### src/rtl/layer_controller.sv
// layer_controller: runs one shared neuron datapath once per neuron of the layer,
// gathers every activated result into the output vector and flags stalled passes.
module layer_controller #(
  parameter int NUM_NEURONS    = 8,
  parameter int TIMEOUT_CYCLES = 1024,
  parameter int INTEGER_WIDTH  = 8,
  parameter int FRACTION_WIDTH = 8,
  localparam int SEL_WIDTH     = $clog2(NUM_NEURONS),
  localparam int DATA_W        = INTEGER_WIDTH + FRACTION_WIDTH
) (
  input  logic                     clock,
  input  logic                     reset_n,
  input  logic                     in_valid,
  output logic                     in_ready,
  output logic                     neuron_start,
  output logic [SEL_WIDTH-1:0]     neuron_select,
  input  logic signed [DATA_W-1:0] neuron_out,
  input  logic                     neuron_done,
  output logic signed [DATA_W-1:0] out_data [NUM_NEURONS],
  output logic                     out_valid,
  input  logic                     out_ready,
  output logic                     busy,
  output logic                     timeout
);

  localparam int CNT_W = (TIMEOUT_CYCLES > 1) ? $clog2(TIMEOUT_CYCLES) : 1;
  localparam logic [CNT_W-1:0]     CNT_LAST = CNT_W'(TIMEOUT_CYCLES - 1);
  localparam logic [SEL_WIDTH-1:0] SEL_LAST = SEL_WIDTH'(NUM_NEURONS - 1);

  typedef enum logic [1:0] {
    S_IDLE,
    S_START,
    S_WAIT,
    S_OUTPUT
  } state_e;

  state_e                   state_q, state_d;
  logic [SEL_WIDTH-1:0]     sel_q, sel_d;
  logic [CNT_W-1:0]         cnt_q, cnt_d;
  logic                     timeout_q, timeout_d;
  logic signed [DATA_W-1:0] data_q [NUM_NEURONS];
  logic signed [DATA_W-1:0] data_d [NUM_NEURONS];

  always_comb begin
    state_d   = state_q;
    sel_d     = sel_q;
    cnt_d     = cnt_q;
    timeout_d = timeout_q;
    data_d    = data_q;
    unique case (state_q)
      S_IDLE: begin
        if (in_valid) begin
          state_d = S_START;
          sel_d   = '0;
        end
      end
      S_START: begin
        cnt_d   = '0;
        state_d = S_WAIT;
      end
      S_WAIT: begin
        // A done arriving on the limit cycle still counts as a good pass.
        if (neuron_done) begin
          data_d[sel_q] = neuron_out;
          if (sel_q == SEL_LAST) begin
            state_d = S_OUTPUT;
          end else begin
            sel_d   = sel_q + 1'b1;
            state_d = S_START;
          end
        end else if (cnt_q == CNT_LAST) begin
          timeout_d = 1'b1;
          state_d   = S_IDLE;
        end else begin
          cnt_d = cnt_q + 1'b1;
        end
      end
      S_OUTPUT: begin
        if (out_ready) begin
          state_d = S_IDLE;
        end
      end
      default: state_d = S_IDLE;
    endcase
  end

  always_ff @(posedge clock or negedge reset_n) begin
    if (!reset_n) begin
      state_q   <= S_IDLE;
      sel_q     <= '0;
      cnt_q     <= '0;
      timeout_q <= 1'b0;
      for (int i = 0; i < NUM_NEURONS; i++) begin
        data_q[i] <= '0;
      end
    end else begin
      state_q   <= state_d;
      sel_q     <= sel_d;
      cnt_q     <= cnt_d;
      timeout_q <= timeout_d;
      for (int i = 0; i < NUM_NEURONS; i++) begin
        data_q[i] <= data_d[i];
      end
    end
  end

  // Handshake and status outputs depend on the state register alone.
  assign in_ready      = (state_q == S_IDLE);
  assign neuron_start  = (state_q == S_START);
  assign out_valid     = (state_q == S_OUTPUT);
  assign busy          = (state_q != S_IDLE);
  assign neuron_select = sel_q;
  assign timeout       = timeout_q;
  assign out_data      = data_q;

endmodule

### config.mk
export PLATFORM = sky130hd
export DESIGN_NAME = layer_controller
export DESIGN_NICKNAME = d
export VERILOG_FILES = /design/src/rtl/layer_controller.sv
export SDC_FILE = /design/constraint.sdc
export NUM_CORES = 1
export LEC_CHECK = 0
export CAP_MARGIN = 20
export CORE_UTILIZATION = 25
export DETAILED_ROUTE_END_ITERATION = 10
export GPL_ROUTABILITY_DRIVEN = 0
export HOLD_SLACK_MARGIN = 0.15
export PLACE_DENSITY = 0.45
export SLEW_MARGIN = 20
export SYNTH_ARGS = -nofsm -noshare
export SYNTH_HDL_FRONTEND = slang
export SYNTH_SLANG_ARGS = --single-unit
### constraint.sdc
create_clock -name clock -period 2 [get_ports clock]
set_clock_uncertainty 0.05 [all_clocks]
set_input_delay 0.2 -clock clock [delete_from_list [all_inputs] [get_ports clock]]
set_output_delay 0.2 -clock clock [all_outputs]
set_load 0.01 [all_outputs]
==> results_dict.tcl <==
set metrics [dict create \
    rsz0062_at_grt "no" \
    yosys_warnings 0 \
    cts_root_buf "clkbuf_16" \
    grt_max_degree 59 \
    die_h_um 156 \
    period_needed_ns 1.91 \
    intPower_uw 8020 \
    hold_viol_final 0 \
    dr.pass1.iters 4 \
    p_total_uw 11100 \
    synth_mux_area_share_pct 26.4 \
    rr_worst_depth 6 \
    rows 55 \
    io_buffers 156 \
    ys_seq_area_share_pct 61.1 \
    viasPerCell 4.31 \
    status "completed" \
    synth_top_area_share_pct 61.1 \
    synth_cells 388 \
    synth_top_family_by_area "multiplexers" \
    synth_top_flop_cell "dfrtp_1" \
    clk_pin_slew_worst_paths_ns 0.06 \
    synth.cell_area_um2 5900 \
    ys_types 43 \
    grt_usage_pct 14.1 \
    cts_tree "done" \
    yosysTopAreaCell "dfrtp_1" \
    start_util_pct 25.7 \
    cts_sinks 144 \
    clk_path_buf_depth 2 \
    p_sw_share_pct 28.0 \
    cp_max_fo 4 \
    grt_antenna_before_repair 0 \
    postSynthNetCount 417 \
    start_kind "register" \
    worst_path_max_delay_cell "clkdlybuf4s50_1" \
    slew_viol_final 0 \
    hold_path.class "primary input to asynchronous set/reset pin" \
    grt_overflow_total 0 \
    drt-wirelength-per-cell_um 17.8 \
    num_vias 3887 \
    p_per_area_nw_per_um2 1290 \
    path_class "register to output port" \
    synth_xor_area_share_pct 0 \
    crit_cells 3 \
    slew_headroom_pct 71.4 \
    final_common_cell "clkdlybuf4s50_1" \
    drcViolationCount 0 \
    end_kind "output port" \
    clk_latency_ns 0.41 \
    finalCritPeriodShare_pct 95.4 \
    fmax_mhz 524 \
    tightest_slew_ns 0.428 \
    drive_above_1_share_pct 32.8 \
    diodes 0 \
    cpPeakStageDelay_ns 0.53 \
    cp_top_family "buffers and inverters" \
    place_hpwl_um 11100 \
    p_leak_uw 0.00397 \
    fp.dieW_um 156 \
    drtAntennaViolNets 0 \
    fill_cells 2166 \
    cts_buffers 17 \
    holdWs_ns 0.208 \
    pwr-share-comb_pct 32.9 \
    switching_power_uw 3110 \
    critPathBufInv 2 \
    syn_avg_cell_area_um2 15.2 \
    nNetsFinal 605 \
    dieArea_um2 24200 \
    ir_worst_vdd_uv 527 \
    cp.arrival_ns 1.66 \
    drtIter0Drc 105 \
    pin_count 157 \
    synth_top_cells_by_area "dfrtp_1 (61%), mux2_2 (21%), mux2_4 (5.1%)" \
    synth_edf_count 0 \
    finalSetupViolCount 0 \
    synth_compound_area_share_pct 3.84 \
    grt_pass1_wl_um 25500 \
    syn_to_final_growth_pct 46.6 \
    seq_power_share_pct 36.9 \
    ys_async_sr_fraction_pct 100 \
    power_frac_clock_pct 30.2 \
    layout_common_cells "clkdlybuf4s50_1 (153), dfrtp_1 (144), mux2_2 (109)" \
    core_um2 22900 \
    synthAdderAreaFrac_pct 1.70 \
    routed_wl_um 16100 \
    cp_cell_sequence "inv_1 > ha_1 > clkdlybuf4s50_1" \
    grt_pass1_vias 4195 \
    synth-simple-area-share_pct 4.45 \
    ys_seq_elements 144 \
    cp.required_ns 1.75 \
    maxCapViolCount 0 \
    h-tree-depth 4 \
]
==> worst paths after layout <==
| path | to | slack [ns] | startpoint |
|---|---|---|---|
| setup / recovery | neuron_start | 0.09 | state_q[1]$_DFFE_PN0P_ |
| hold / removal | out_data[28]$_DFFE_PN0P_ | 0.21 | reset_n |
| setup reg to reg | out_data[123]$_DFFE_PN0P_ | 0.14 | state_q[0]$_DFFE_PN0P_ |
| hold reg to reg | timeout$_DFFE_PN0P_ | 0.42 | timeout$_DFFE_PN0P_ |
| max in group asynchronous | out_data[96]$_DFFE_PN0P_ | 1.01 | reset_n |
| min in group clock | timeout$_DFFE_PN0P_ | 0.42 | timeout$_DFFE_PN0P_ |
==> flip-flops by register name, summed over array words and instances (netlist names) <==
| register | cells |
|---|---|
| cnt_q | 10 |
| neuron_select | 3 |
| out_data | 128 |
| state_q | 2 |
| timeout | 1 |
==> per-layer routing <==
metal | share of wire [%] | global-route usage [%] | vias up
met1 | 48 | 18.9 | 1974
met2 | 45 | 21.9 | 124
met5 | 0 | 0 | -
met3 | 5.5 | 3.72 | 14
li1 | - | - | 1775
met4 | 1.3 | 5.18 | 0
==> synthesized netlist by cell type, types with 2 or more instances <==
library cell    n
or3_1           2
nand4_1         2
nor4_1          3
nand3_2         2
a31oi_1         2
dfrtp_1       144
inv_1          12
a21oi_1         5
o2bb2ai_1       2
a211o_1         2
nor2_1          5
o211ai_1        2
and3_1          4
ha_1            8
o22ai_1         2
o311a_1         2
nand2_1        17
nand3_1         3
mux2_4         20
nor2_2          6
buf_12          2
clkbuf_1        2
mux2_2        109
o21a_1          3
mux2i_1         3
buf_2           6
buf_6           2
==> worst reg2reg max path, delay by kind of cell (launching register included) <==
family,cells,cell delay [ns]
buf+inv,2,0.30
fa+ha+maj,1,0.23
flops,1,0.38
simple gates,2,0.46
mux,1,0.31
==> area by class of cell <==
type	count	area (um^2)	share of cell area, %
flip-flops and latches	144	3600	41.7
multi-input cells	219	2150	24.8
repair buffers	182	1840	21.2
clock buffers	24	472	5.45
well taps	313	392	4.53
clock inverters	8	153	1.77
inverters	12	45.0	0.521
==> power groups by stage <==
stage	Combinational [uW]	Sequential (uW)	Clock, uW
6_report	3670	4110	3360
5_1_grt	3920	4220	3610
4_1_cts	3710	4120	3480
3_5_place_dp	3680	4160	0
3_3_place_gp	3680	4140	0
2_1_floorplan	1280	4440	0
==> what timing repair did <==
item | CTS | global route
resized for setup | 1 | 1
buffers inserted | 1 | 0
setup endpoints to repair | 2 | 1
hold endpoints to repair | 144 | 0
hold buffers | 1 | 0
==> kinds of logic (layout without fill, tap and decap cells) <==
family / Yosys count / count (layout)
compound gates: 30 / 30
fa+ha+maj: 8 / 8
mux: 132 / 132
buf+inv: 25 / 226
flops: 144 / 144
simple gates: 49 / 49
==> per-stage QoR <==
step / setup WS (ns) / setup TNS (ns) / area (um^2) / cells / utilization (%)
2_1_floorplan: 0.0850 / 0 / 5900 / 388 / -
3_3_place_gp: -0.00487 / -0.0488 / 8010 / 868 / 34.9
3_5_place_dp: -0.0868 / -0.541 / 8010 / 868 / 34.9
4_1_cts: 0.0268 / 0 / 8650 / 902 / 37.7
5_1_grt: 0.00461 / 0 / 8650 / 902 / 37.7
6_report: 0.0927 / 0 / 8650 / 902 / 37.7
Power figures use the tool's default switching activity.
